`config.mk`:
```
export PLATFORM = sky130hd
export DESIGN_NAME = stopwatch_ctrl_flat
export DESIGN_NICKNAME = d
export VERILOG_FILES = /design/src/rtl/stopwatch_pkg.sv /design/src/rtl/stopwatch_if.sv /design/src/rtl/stopwatch_ctrl_btn_debounce.sv /design/src/rtl/stopwatch_ctrl.sv /design/src/flat_wrapper.sv
export SDC_FILE = /design/constraint.sdc
export NUM_CORES = 1
export LEC_CHECK = 0
export ABC_AREA = 1
export CORE_MARGIN = 2
export CORE_UTILIZATION = 50
export DETAILED_ROUTE_END_ITERATION = 12
export PLACE_DENSITY = 0.68
export SLEW_MARGIN = 15
export SYNTH_ARGS = -nofsm -noshare
export SYNTH_HDL_FRONTEND = slang
export SYNTH_SLANG_ARGS = --single-unit
```
`constraint.sdc`:
```
create_clock -name clk -period 1.7 [get_ports clk]
set_clock_uncertainty 0.2 [all_clocks]
set_input_delay 0.34 -clock clk [delete_from_list [all_inputs] [get_ports clk]]
set_output_delay 0.34 -clock clk [all_outputs]
set_load 0.02 [all_outputs]
```
`src/rtl/stopwatch_pkg.sv`:
```
// Shared definitions for the stopwatch front-end: FSM states, SSR command
// encodings and the counter width shared with the 99.99 s counter.
package stopwatch_pkg;

  localparam int COUNT_W = 14;

  typedef enum logic [1:0] {
    ST_IDLE    = 2'd0,
    ST_RUNNING = 2'd1,
    ST_STOPPED = 2'd2,
    ST_LAP     = 2'd3
  } state_t;

  localparam logic [2:0] SSR_NONE  = 3'b000;
  localparam logic [2:0] SSR_START = 3'b100;
  localparam logic [2:0] SSR_STOP  = 3'b010;
  localparam logic [2:0] SSR_RESET = 3'b001;

  typedef enum logic [2:0] {
    CMD_NONE,
    CMD_RESET,
    CMD_STOP,
    CMD_START,
    CMD_LAP
  } cmd_t;

  // Only the highest-priority press of a cycle survives; the rest are dropped.
  function automatic cmd_t pick_cmd(input logic p_reset, input logic p_stop,
                                    input logic p_start, input logic p_lap);
    if (p_reset)      return CMD_RESET;
    else if (p_stop)  return CMD_STOP;
    else if (p_start) return CMD_START;
    else if (p_lap)   return CMD_LAP;
    else              return CMD_NONE;
  endfunction

endpackage

```
`src/rtl/stopwatch_if.sv`:
```
// Button, counter feedback and command/status bundle between the stopwatch
// controller (slave) and its environment (master).
interface stopwatch_if;
  import stopwatch_pkg::*;

  logic               btn_start;
  logic               btn_stop;
  logic               btn_reset;
  logic               btn_lap;
  logic [COUNT_W-1:0] count;
  logic [2:0]         ssr;
  logic               tick;
  logic               wrap;
  logic               lap_valid;
  logic [COUNT_W-1:0] lap_count;
  logic [1:0]         state;

  modport master (
    output btn_start, btn_stop, btn_reset, btn_lap, count,
    input  ssr, tick, wrap, lap_valid, lap_count, state
  );

  modport slave (
    input  btn_start, btn_stop, btn_reset, btn_lap, count,
    output ssr, tick, wrap, lap_valid, lap_count, state
  );

endinterface

```
`src/rtl/stopwatch_ctrl_btn_debounce.sv`:
```
// One raw button: 2-FF synchroniser, stability counter and a one-cycle
// press pulse on each rising edge of the debounced level.
module btn_debounce #(
  parameter int DB_CYCLES = 500_000
) (
  input  logic clk,
  input  logic rst,
  input  logic raw,
  output logic press
);

  localparam int CW = (DB_CYCLES > 1) ? $clog2(DB_CYCLES) : 1;
  localparam logic [CW-1:0] LAST = CW'(DB_CYCLES - 1);

  logic          sync_p0;
  logic          sync_p1;
  logic          level;
  logic [CW-1:0] cnt;

  always_ff @(posedge clk or negedge rst) begin
    if (!rst) begin
      sync_p0 <= 1'b0;
      sync_p1 <= 1'b0;
      level   <= 1'b0;
      cnt     <= '0;
      press   <= 1'b0;
    end else begin
      sync_p0 <= raw;
      sync_p1 <= sync_p0;
      press   <= 1'b0;
      // Any sample matching the current level restarts the stability run.
      if (sync_p1 == level) begin
        cnt <= '0;
      end else if (cnt == LAST) begin
        cnt   <= '0;
        level <= sync_p1;
        press <= sync_p1;
      end else begin
        cnt <= cnt + 1'b1;
      end
    end
  end

endmodule

```
`src/rtl/stopwatch_ctrl.sv`:
```
// Stopwatch front-end: debounced buttons drive the mode FSM, which issues SSR
// commands, a gated count-enable tick and holds a lap snapshot.
module stopwatch_ctrl
  import stopwatch_pkg::*;
#(
  parameter int CLK_HZ    = 50_000_000,
  parameter int TICK_HZ   = 100,
  parameter int DB_CYCLES = 500_000,
  parameter int MAX_COUNT = 9999
) (
  input  logic     clk,
  input  logic     rst,
  stopwatch_if.slave bus
);

  localparam int DIV = CLK_HZ / TICK_HZ;
  localparam int PW  = $clog2(DIV);
  localparam logic [PW-1:0]      PRESC_LAST = PW'(DIV - 1);
  localparam logic [COUNT_W-1:0] TERMINAL   = COUNT_W'(MAX_COUNT);

  logic press_start, press_stop, press_reset, press_lap;

  btn_debounce #(.DB_CYCLES(DB_CYCLES)) u_db_start (
    .clk(clk), .rst(rst), .raw(bus.btn_start), .press(press_start));
  btn_debounce #(.DB_CYCLES(DB_CYCLES)) u_db_stop (
    .clk(clk), .rst(rst), .raw(bus.btn_stop), .press(press_stop));
  btn_debounce #(.DB_CYCLES(DB_CYCLES)) u_db_reset (
    .clk(clk), .rst(rst), .raw(bus.btn_reset), .press(press_reset));
  btn_debounce #(.DB_CYCLES(DB_CYCLES)) u_db_lap (
    .clk(clk), .rst(rst), .raw(bus.btn_lap), .press(press_lap));

  cmd_t               cmd;
  logic               counting;
  state_t             state_q;
  logic [2:0]         ssr_q;
  logic               tick_q;
  logic               wrap_q;
  logic               lap_valid_q;
  logic [COUNT_W-1:0] lap_count_q;
  logic [PW-1:0]      presc;

  assign cmd = pick_cmd(press_reset, press_stop, press_start, press_lap);

  // Count only on edges that start and end in RUNNING/LAP, so no tick can
  // land in the cycle that shows STOPPED or IDLE.
  assign counting = (state_q == ST_RUNNING || state_q == ST_LAP) &&
                    cmd != CMD_RESET && cmd != CMD_STOP;

  always_ff @(posedge clk or negedge rst) begin
    if (!rst) begin
      state_q     <= ST_IDLE;
      ssr_q       <= SSR_NONE;
      tick_q      <= 1'b0;
      wrap_q      <= 1'b0;
      lap_valid_q <= 1'b0;
      lap_count_q <= '0;
      presc       <= '0;
    end else begin
      ssr_q  <= SSR_NONE;
      tick_q <= 1'b0;
      wrap_q <= 1'b0;

      // STOPPED holds the prescaler so a resume keeps the sub-tick phase.
      if (state_q == ST_IDLE || cmd == CMD_RESET) begin
        presc <= '0;
      end else if (counting) begin
        if (presc == PRESC_LAST) begin
          presc  <= '0;
          tick_q <= 1'b1;
          wrap_q <= (bus.count == TERMINAL);
        end else begin
          presc <= presc + 1'b1;
        end
      end

      case (state_q)
        ST_IDLE: begin
          if (cmd == CMD_START) begin
            state_q <= ST_RUNNING;
            ssr_q   <= SSR_START;
          end else if (cmd == CMD_RESET) begin
            ssr_q <= SSR_RESET;
          end
        end
        ST_RUNNING: begin
          case (cmd)
            CMD_RESET: begin
              state_q <= ST_IDLE;
              ssr_q   <= SSR_RESET;
            end
            CMD_STOP: begin
              state_q <= ST_STOPPED;
              ssr_q   <= SSR_STOP;
            end
            CMD_LAP: begin
              state_q     <= ST_LAP;
              lap_count_q <= bus.count;
              lap_valid_q <= 1'b1;
            end
            default: ;
          endcase
        end
        ST_LAP: begin
          case (cmd)
            CMD_RESET: begin
              state_q     <= ST_IDLE;
              ssr_q       <= SSR_RESET;
              lap_valid_q <= 1'b0;
            end
            CMD_STOP: begin
              state_q     <= ST_STOPPED;
              ssr_q       <= SSR_STOP;
              lap_valid_q <= 1'b0;
            end
            CMD_LAP: begin
              state_q     <= ST_RUNNING;
              lap_valid_q <= 1'b0;
            end
            default: ;
          endcase
        end
        ST_STOPPED: begin
          if (cmd == CMD_RESET) begin
            state_q <= ST_IDLE;
            ssr_q   <= SSR_RESET;
          end else if (cmd == CMD_START) begin
            state_q <= ST_RUNNING;
            ssr_q   <= SSR_START;
          end
        end
        default: state_q <= ST_IDLE;
      endcase
    end
  end

  assign bus.ssr       = ssr_q;
  assign bus.tick      = tick_q;
  assign bus.wrap      = wrap_q;
  assign bus.lap_valid = lap_valid_q;
  assign bus.lap_count = lap_count_q;
  assign bus.state     = state_q;

endmodule
```
`src/flat_wrapper.sv`:
```
// flat-port wrapper written by rule: the top's interface ports become plain ports
module stopwatch_ctrl_flat import stopwatch_pkg::*;
#(
  parameter int CLK_HZ    = 50_000_000,
  parameter int TICK_HZ   = 100,
  parameter int DB_CYCLES = 500_000,
  parameter int MAX_COUNT = 9999
)
  (clk, rst, bus_btn_start, bus_btn_stop, bus_btn_reset, bus_btn_lap, bus_count, bus_ssr, bus_tick, bus_wrap, bus_lap_valid, bus_lap_count, bus_state);
  stopwatch_if bus_i ();
  input  logic clk;
  input  logic rst;
  input wire logic [$bits(bus_i.btn_start)-1:0] bus_btn_start;
  input wire logic [$bits(bus_i.btn_stop)-1:0] bus_btn_stop;
  input wire logic [$bits(bus_i.btn_reset)-1:0] bus_btn_reset;
  input wire logic [$bits(bus_i.btn_lap)-1:0] bus_btn_lap;
  input wire logic [$bits(bus_i.count)-1:0] bus_count;
  output wire logic [$bits(bus_i.ssr)-1:0] bus_ssr;
  output wire logic [$bits(bus_i.tick)-1:0] bus_tick;
  output wire logic [$bits(bus_i.wrap)-1:0] bus_wrap;
  output wire logic [$bits(bus_i.lap_valid)-1:0] bus_lap_valid;
  output wire logic [$bits(bus_i.lap_count)-1:0] bus_lap_count;
  output wire logic [$bits(bus_i.state)-1:0] bus_state;
  assign bus_i.btn_start = bus_btn_start;
  assign bus_i.btn_stop = bus_btn_stop;
  assign bus_i.btn_reset = bus_btn_reset;
  assign bus_i.btn_lap = bus_btn_lap;
  assign bus_i.count = bus_count;
  assign bus_ssr = bus_i.ssr;
  assign bus_tick = bus_i.tick;
  assign bus_wrap = bus_i.wrap;
  assign bus_lap_valid = bus_i.lap_valid;
  assign bus_lap_count = bus_i.lap_count;
  assign bus_state = bus_i.state;
  stopwatch_ctrl #(.CLK_HZ(CLK_HZ), .TICK_HZ(TICK_HZ), .DB_CYCLES(DB_CYCLES), .MAX_COUNT(MAX_COUNT)) u_core (.clk(clk), .rst(rst), .bus(bus_i));
endmodule
```
==> metrics.yaml, run 1 <==
run_status:
  run_status: "complete, but fails checks"
  violations: "negative setup slack"
timing:
  finalSetupViolCount: 1
  clock.fmax_mhz: 587.0
  hold_viol: 0
  layout_worst_path_cycle_share: 1.002
  setup_ws_ns: -0.003665
  timing.final.crit_period_ns: 1.704
  relSlewSlack: 0.7517
  grt_setup_unrepaired: "true"
  max_slew_violation_count: 0
  max_slew.worst_pin.slew_ns: 0.3725
route:
  vias: 5683
  drt_first_iter_violations: 316
  wl_per_cell_um: 13.39
  drt.antenna.violating_nets: 0
  route.final.wire_length_um: 15000
  drt_pre_antenna_iters: 4
  vias_per_cell: 5.074
  drc_errors: 0
cells_and_area:
  mostFrequentLayoutCells: "173 x nand2_1, 158 x nor2_1, 130 x dfrtp_1"
  n_antenna_cell: 0
  area.growth.synth_to_final_pct: 26.43
  multi_input_comb_area_um2: 3226
  drive_gt1_frac: 0.1928
  final.fill_count: 1099
  layout.cells.most_common: "nand2_1"
  layoutNonFillerInstCount: 1120
  layout_nets: 959
  regArea_um2: 3332
clock_network:
  cts-root-buf: "clkbuf_16"
  worst_setup_hold_path_clk_slew_ns: 0.06
  numCtsBuffers: 17
  cts.sinks: 133
  htree_levels: 4
  clock_path_buffers: 2
  skew_pair_late_insertion_delay_ns: 0.42
  tritoncts: "done"
logic_synthesis:
  asyncSetResetFlopFracSynth: 1.000
  postSynth.topFlopCell: "dfrtp_1"
  synth_register_bits: 133
  synth_enable_flop_cells: 0
  yosysSeqAreaShare: 0.4968
  postSynthCellCount: 834
  synth.distinct_cells: 37
  yosys_warnings: 0
  postSynthNetCount: 859
  netlist_area_um2: 6699
  postSynthAreaPerCell_um2: 8.032
global_routing:
  grt_max_degree: 35
  grt_pass1_vias: 5542
  global_route_wire_length_before_repair_um: 25690
  grt_overflow: 0
  groute.usage.overall: 0.2238
  antenna_found_initial: 0
floorplan:
  fp.dieH_um: 119.8
  die_width_um: 119.8
  pin_count: 42
  design.die.area_um2: 14340
  core_area_um2: 13140
  initial_core_util: 0.5099
  rows: 42
placement:
  numPortBuffers: 41
  post-place-cells: 1070
  dp_hpwl_um: 10550
  routability_cong: 0.9105
power_and_ir_drop:
  power.density_cell_area_nw_per_um2: 833.5
  power.leakage_nw: 3.837
  peakVddDrop_v: 0.0006631
  design_power_total_mw: 7.059
flow_run:
  drv_cap: 0
worst_setup_path:
  reg2regPathDepth: 8
  cp.required_ns: 1.80
  crit_path_max_fanout: 7
  timing.critical_path.arrival_ns: 1.81
  critical_path.endpoint_type: "register"
  worst_setup_path_start_kind: "register"
  timing_worst_setup_path_type: "register to register"
  register_to_register_setup_slack_ns: -0.004
hold_path:
  whs_path_cells: 0
  worstHoldPathType: "register to register"
-- critical path: stages, from the launching register on --
cell	delay [ns]
dfrtp_1	0.40
ha_4	0.17
nand2_4	0.06
nor2_4	0.16
nand2_4	0.08
nor2_4	0.21
buf_6	0.13
xor2_1	0.14
nor2_1	0.05
-- synth_stat cells, types with 2 or more instances --
library cell | count | share of area
a21oi_1 | 16 | 0.012
a21oi_2 | 2 | 0.0026
buf_2 | 3 | 0.0022
dfrtp_1 | 133 | 0.50
ha_1 | 5 | 0.0093
inv_1 | 85 | 0.048
inv_2 | 9 | 0.0050
nand2_1 | 182 | 0.10
nand2_2 | 15 | 0.014
nand3_1 | 49 | 0.037
nand3_2 | 2 | 0.0030
nand4_1 | 31 | 0.029
nor2_1 | 170 | 0.095
nor2_2 | 14 | 0.013
nor2_4 | 9 | 0.015
nor3_1 | 25 | 0.019
nor3_2 | 3 | 0.0045
nor3b_1 | 5 | 0.0056
nor4_1 | 2 | 0.0019
o21ai_0 | 16 | 0.012
or2_2 | 2 | 0.0019
xnor2_1 | 8 | 0.010
xor2_1 | 34 | 0.044
-- power breakdown --
part,switching (mW),total (mW),internal [mW]
Clock,1.32,3.58,2.26
Sequential,0.0291,3.23,3.20
Combinational,0.145,0.252,0.106
-- path summary, 6_finish.rpt --
path | to | start
min | u_core.u_db_reset.sync_p1 | u_core.u_db_reset.sync_p0
min in group asynchronous | u_core.u_db_start.cnt[10] | rst
max in group asynchronous | u_core.bus.state[1] | rst
min reg2reg | u_core.u_db_reset.sync_p1 | u_core.u_db_reset.sync_p0
max | u_core.u_db_reset.cnt[10] | u_core.u_db_reset.cnt[1]
max reg2reg | u_core.u_db_reset.cnt[10] | u_core.u_db_reset.cnt[1]
-- cell type report --
class                           instances  area share
Clock buffer                           18     0.05067
Timing Repair Buffer                   87     0.09071
Inverter                               95     0.04210
Multi-Input combinational cell        600      0.3809
Sequential cell                       133      0.3934
Clock inverter                         11     0.01625
Tap cell                              176     0.02600
-- flip-flops by register name, indices dropped and copies added, names as in the netlist, 2 cells and up --
signal and count:
u_core.presc 19, u_core.u_db_lap.cnt 19, u_core.u_db_reset.cnt 19, u_core.u_db_start.cnt 19, u_core.u_db_stop.cnt 19, u_core.bus.lap_count 14, u_core.bus.ssr 3, u_core.bus.state 2
-- cell families after synthesis --
| logic type | synth area share |
|---|---|
| AND/OR/NAND/NOR | 0.3474 |
| flip-flops | 0.4968 |
| buffers and inverters | 0.05883 |
| XOR/XNOR | 0.05491 |
| AO/OA/AOI/OAI | 0.03269 |
| adder cells (fa/ha/maj) | 0.009339 |
-- timing repair --
| item | 4_1_cts | 5_1_grt |
|---|---|---|
| resized for setup | 37 | 73 |
| hold buffers | 1 | 0 |
| pin swaps | 0 | 32 |
| buffers inserted | 0 | 20 |
| endpoints found under the setup margin | 27 | 73 |
| cloned | 0 | 0 |
| endpoints found under the hold margin | 133 | 0 |
-- metal layers --
metal	track usage	share of wire	vias up	wire length, um
li1	-	-	2836	-
met4	0.09118	0.021	0	315
met1	0.2897	0.45	2704	6759
met3	0.05418	0.040	27	599
met2	0.3625	0.49	116	7320
met5	0	0	-	0
-- stage by stage --
| stage | cell area, um2 | hold slack (ns) | setup slack [ns] | setup TNS [ns] | util |
|---|---|---|---|---|---|
| after floorplan | 6699 | -0.1556 | 0.08379 | 0 | - |
| after global placement | 7506 | 0.06258 | 0.01054 | 0 | 0.5713 |
| after detailed placement | 7506 | 0.06555 | -0.01862 | -0.01862 | 0.5713 |
| after CTS | 8073 | 0.1463 | 0.0007537 | 0 | 0.6145 |
| after global routing | 8469 | 0.1416 | -0.1193 | -1.312 | 0.6447 |
| final | 8469 | 0.1486 | -0.003665 | -0.003665 | 0.6447 |
Note: power is estimated with default switching activity, not from simulation.
==> run 2: changes to the inputs <==
--- a/config.mk
+++ b/config.mk
@@ -8,6 +8,7 @@
 export ABC_AREA = 1
 export CORE_MARGIN = 2
 export CORE_UTILIZATION = 50
+export CTS_BUF_LIST = sky130_fd_sc_hd__clkbuf_8
 export DETAILED_ROUTE_END_ITERATION = 12
 export PLACE_DENSITY = 0.68
 export SLEW_MARGIN = 15
==> run 2 against run 1 <==
The run still ends with negative setup slack left. First-iteration DRC count rose by 6.3%. Maximum frequency fell by 0.72%. Global-route usage fell by 0.26 points. Setup slack got worse by 0.012 ns. Sequential power barely moved.
==> metrics.yaml, run 2 (same netlist as run 1, synthesis figures left out) <==
worst_setup_path:
  worst_setup_path_start_kind: "register"
  rr_startpoint: "u_core.u_db_reset.cnt[0]"
  critical_path.startpoint: "u_core.u_db_reset.cnt[0]"
  timing.critical_path.arrival_ns: 1.86
  r2r-end: "u_core.u_db_reset.cnt[10]"
  timing_worst_setup_path_type: "register to register"
  endpoint: "u_core.u_db_reset.cnt[10]"
  register_to_register_setup_slack_ns: -0.02
  critical_path.endpoint_type: "register"
  cp.required_ns: 1.84
  crit_path_max_fanout: 7
  cp_slowest_stage_delay_ns: 0.41
  critical_path.slowest_cell: "dfrtp_1"
  reg2regPathDepth: 8
  worstPathCellList: "ha_4 > nand2_4 > nor2_4 > nand2_4 > nor2_4 > buf_6 > xor2_1 > nor2_1"
route:
  drt.antenna.violating_nets: 0
  vias_per_cell: 5.076
  drt_first_iter_violations: 336
  drt_pre_antenna_iters: 7
  wl_per_cell_um: 13.38
  vias: 5680
  drc_errors: 0
  route.final.wire_length_um: 14970
clock_network:
  clock_path_buffers: 2
  cts-root-buf: "clkbuf_8"
  numCtsBuffers: 17
  skew_pair_late_insertion_delay_ns: 0.45
  tritoncts: "done"
  htree_levels: 4
  cts.sinks: 133
  worst_setup_hold_path_clk_slew_ns: 0.07
floorplan:
  fp.dieH_um: 119.8
  initial_core_util: 0.5099
  core_area_um2: 13140
  design.die.area_um2: 14340
  pin_count: 42
  die_width_um: 119.8
  rows: 42
flow_run:
  drv_cap: 0
cells_and_area:
  area.growth.synth_to_final_pct: 23.66
  layout.cells.most_common: "nand2_1"
  n_antenna_cell: 0
  postLayoutCoreUtil: 0.6306
  layoutNonFillerInstCount: 1119
  drive_gt1_frac: 0.2163
  final.fill_count: 1126
  mostFrequentLayoutCells: "171 x nand2_1, 155 x nor2_1, 131 x dfrtp_1"
  regArea_um2: 3331
  multi_input_comb_area_um2: 3288
  layout_nets: 958
power_and_ir_drop:
  seq_power_share: 0.532
  power.leakage_nw: 3.772
  p_int_mw: 4.709
  switching_share: 0.2239
  switchingPower_mw: 1.359
  peakVddDrop_v: 0.0005885
  power.density_cell_area_nw_per_um2: 732.4
  combinationalPowerShare: 0.043
  p_clk_frac: 0.425
timing:
  max_slew_violation_count: 0
  relSlewSlack: 0.7526
  timing.final.crit_period_ns: 1.716
  finalSetupViolCount: 2
  max_slew.worst_pin.slew_ns: 0.3711
  setup_ws_ns: -0.01594
  layout_worst_path_cycle_share: 1.009
  clock.fmax_mhz: 582.8
  hold_viol: 0
  grt_setup_unrepaired: "true"
placement:
  dp_hpwl_um: 10550
  routability_cong: 0.9105
  numPortBuffers: 41
  post-place-cells: 1070
  post-place-ws_ns: -0.01862
run_status:
  run_status: "complete, but fails checks"
  violations: "negative setup slack"
global_routing:
  antenna_found_initial: 0
  groute.usage.overall: 0.2212
  global_route_wire_length_before_repair_um: 25310
  grt_max_degree: 35
  grt_pass1_vias: 5460
  grt_overflow: 0
hold_path:
  worstHoldPathType: "input pin to register"
  worstHoldStart: "bus_btn_start"
## run 2: changes by cell type in the layout (fill, tap and decap cells not counted), sizes merged
cell,delta
clkbuf,+9
clkdlybuf4s15,+2
dlygate4sd2,-14
inv,+1
nand2,+1
## run 2: worst min path at each step
stage / end / cells after the start
floorplan: u_core.bus.lap_count[0] / 0
global placement: u_core.u_db_start.cnt[10] / 1
detailed placement: u_core.u_db_start.cnt[10] / 1
CTS: u_core.u_db_start.sync_p0 / 1
global route: u_core.u_db_stop.sync_p0 / 1
finish: u_core.u_db_start.sync_p0 / 1
## run 2: layout make-up
class / count / area share
tap: 176 / 0.02658
multi-input combinational: 601 / 0.3969
clock inverter: 12 / 0.01707
clock buffer: 17 / 0.02824
sequential: 133 / 0.4021
inverter: 95 / 0.04304
timing repair buffer: 85 / 0.08609
## run 2: worst max-delay path: cells and delay by family (launching register included)
kind / cells / cell delay (ns)
xor+xnor: 1 / 0.14
fa+ha+maj: 1 / 0.17
buf+inv: 1 / 0.13
flops: 1 / 0.41
simple gates: 5 / 0.56
## run 2: metal layers
| layer | vias to the layer above | GRT usage | wire length [um] |
|---|---|---|---|
| li1 | 2830 | - | - |
| met1 | 2704 | 0.2875 | 6762 |
| met2 | 123 | 0.3593 | 7334 |
| met3 | 23 | 0.05228 | 606 |
| met4 | 0 | 0.08750 | 266 |
| met5 | - | 0 | 0 |
## run 2: stage by stage
step	cell area (um2)	hold WS, ns	total power, mW	setup TNS, ns
floorplan	6699	-0.1556	3.344	0
global placement	7506	0.06258	3.494	0
detailed placement	7506	0.06555	3.505	-0.01862
CTS	7914	0.09832	6.105	0
global route	8284	0.09220	6.316	-2.152
finish	8284	0.1200	6.068	-0.01754
## run 2: power groups by stage
stage / Combinational [mW] / Clock (mW) / Sequential (mW)
floorplan: 0.0714 / 0 / 3.27
global placement: 0.219 / 0 / 3.28
detailed placement: 0.228 / 0 / 3.28
CTS: 0.233 / 2.66 / 3.22
global route: 0.297 / 2.79 / 3.23
finish: 0.260 / 2.58 / 3.23
## run 2: repair_timing
item / 4_1_cts / 5_1_grt
setup endpoints to repair: 27 / 82
hold buffers: 1 / 0
pin swaps: 2 / 37
resized for setup: 58 / 91
cloned: 0 / 1
setup buffers: 3 / 15
endpoints found under the hold margin: 133 / 0
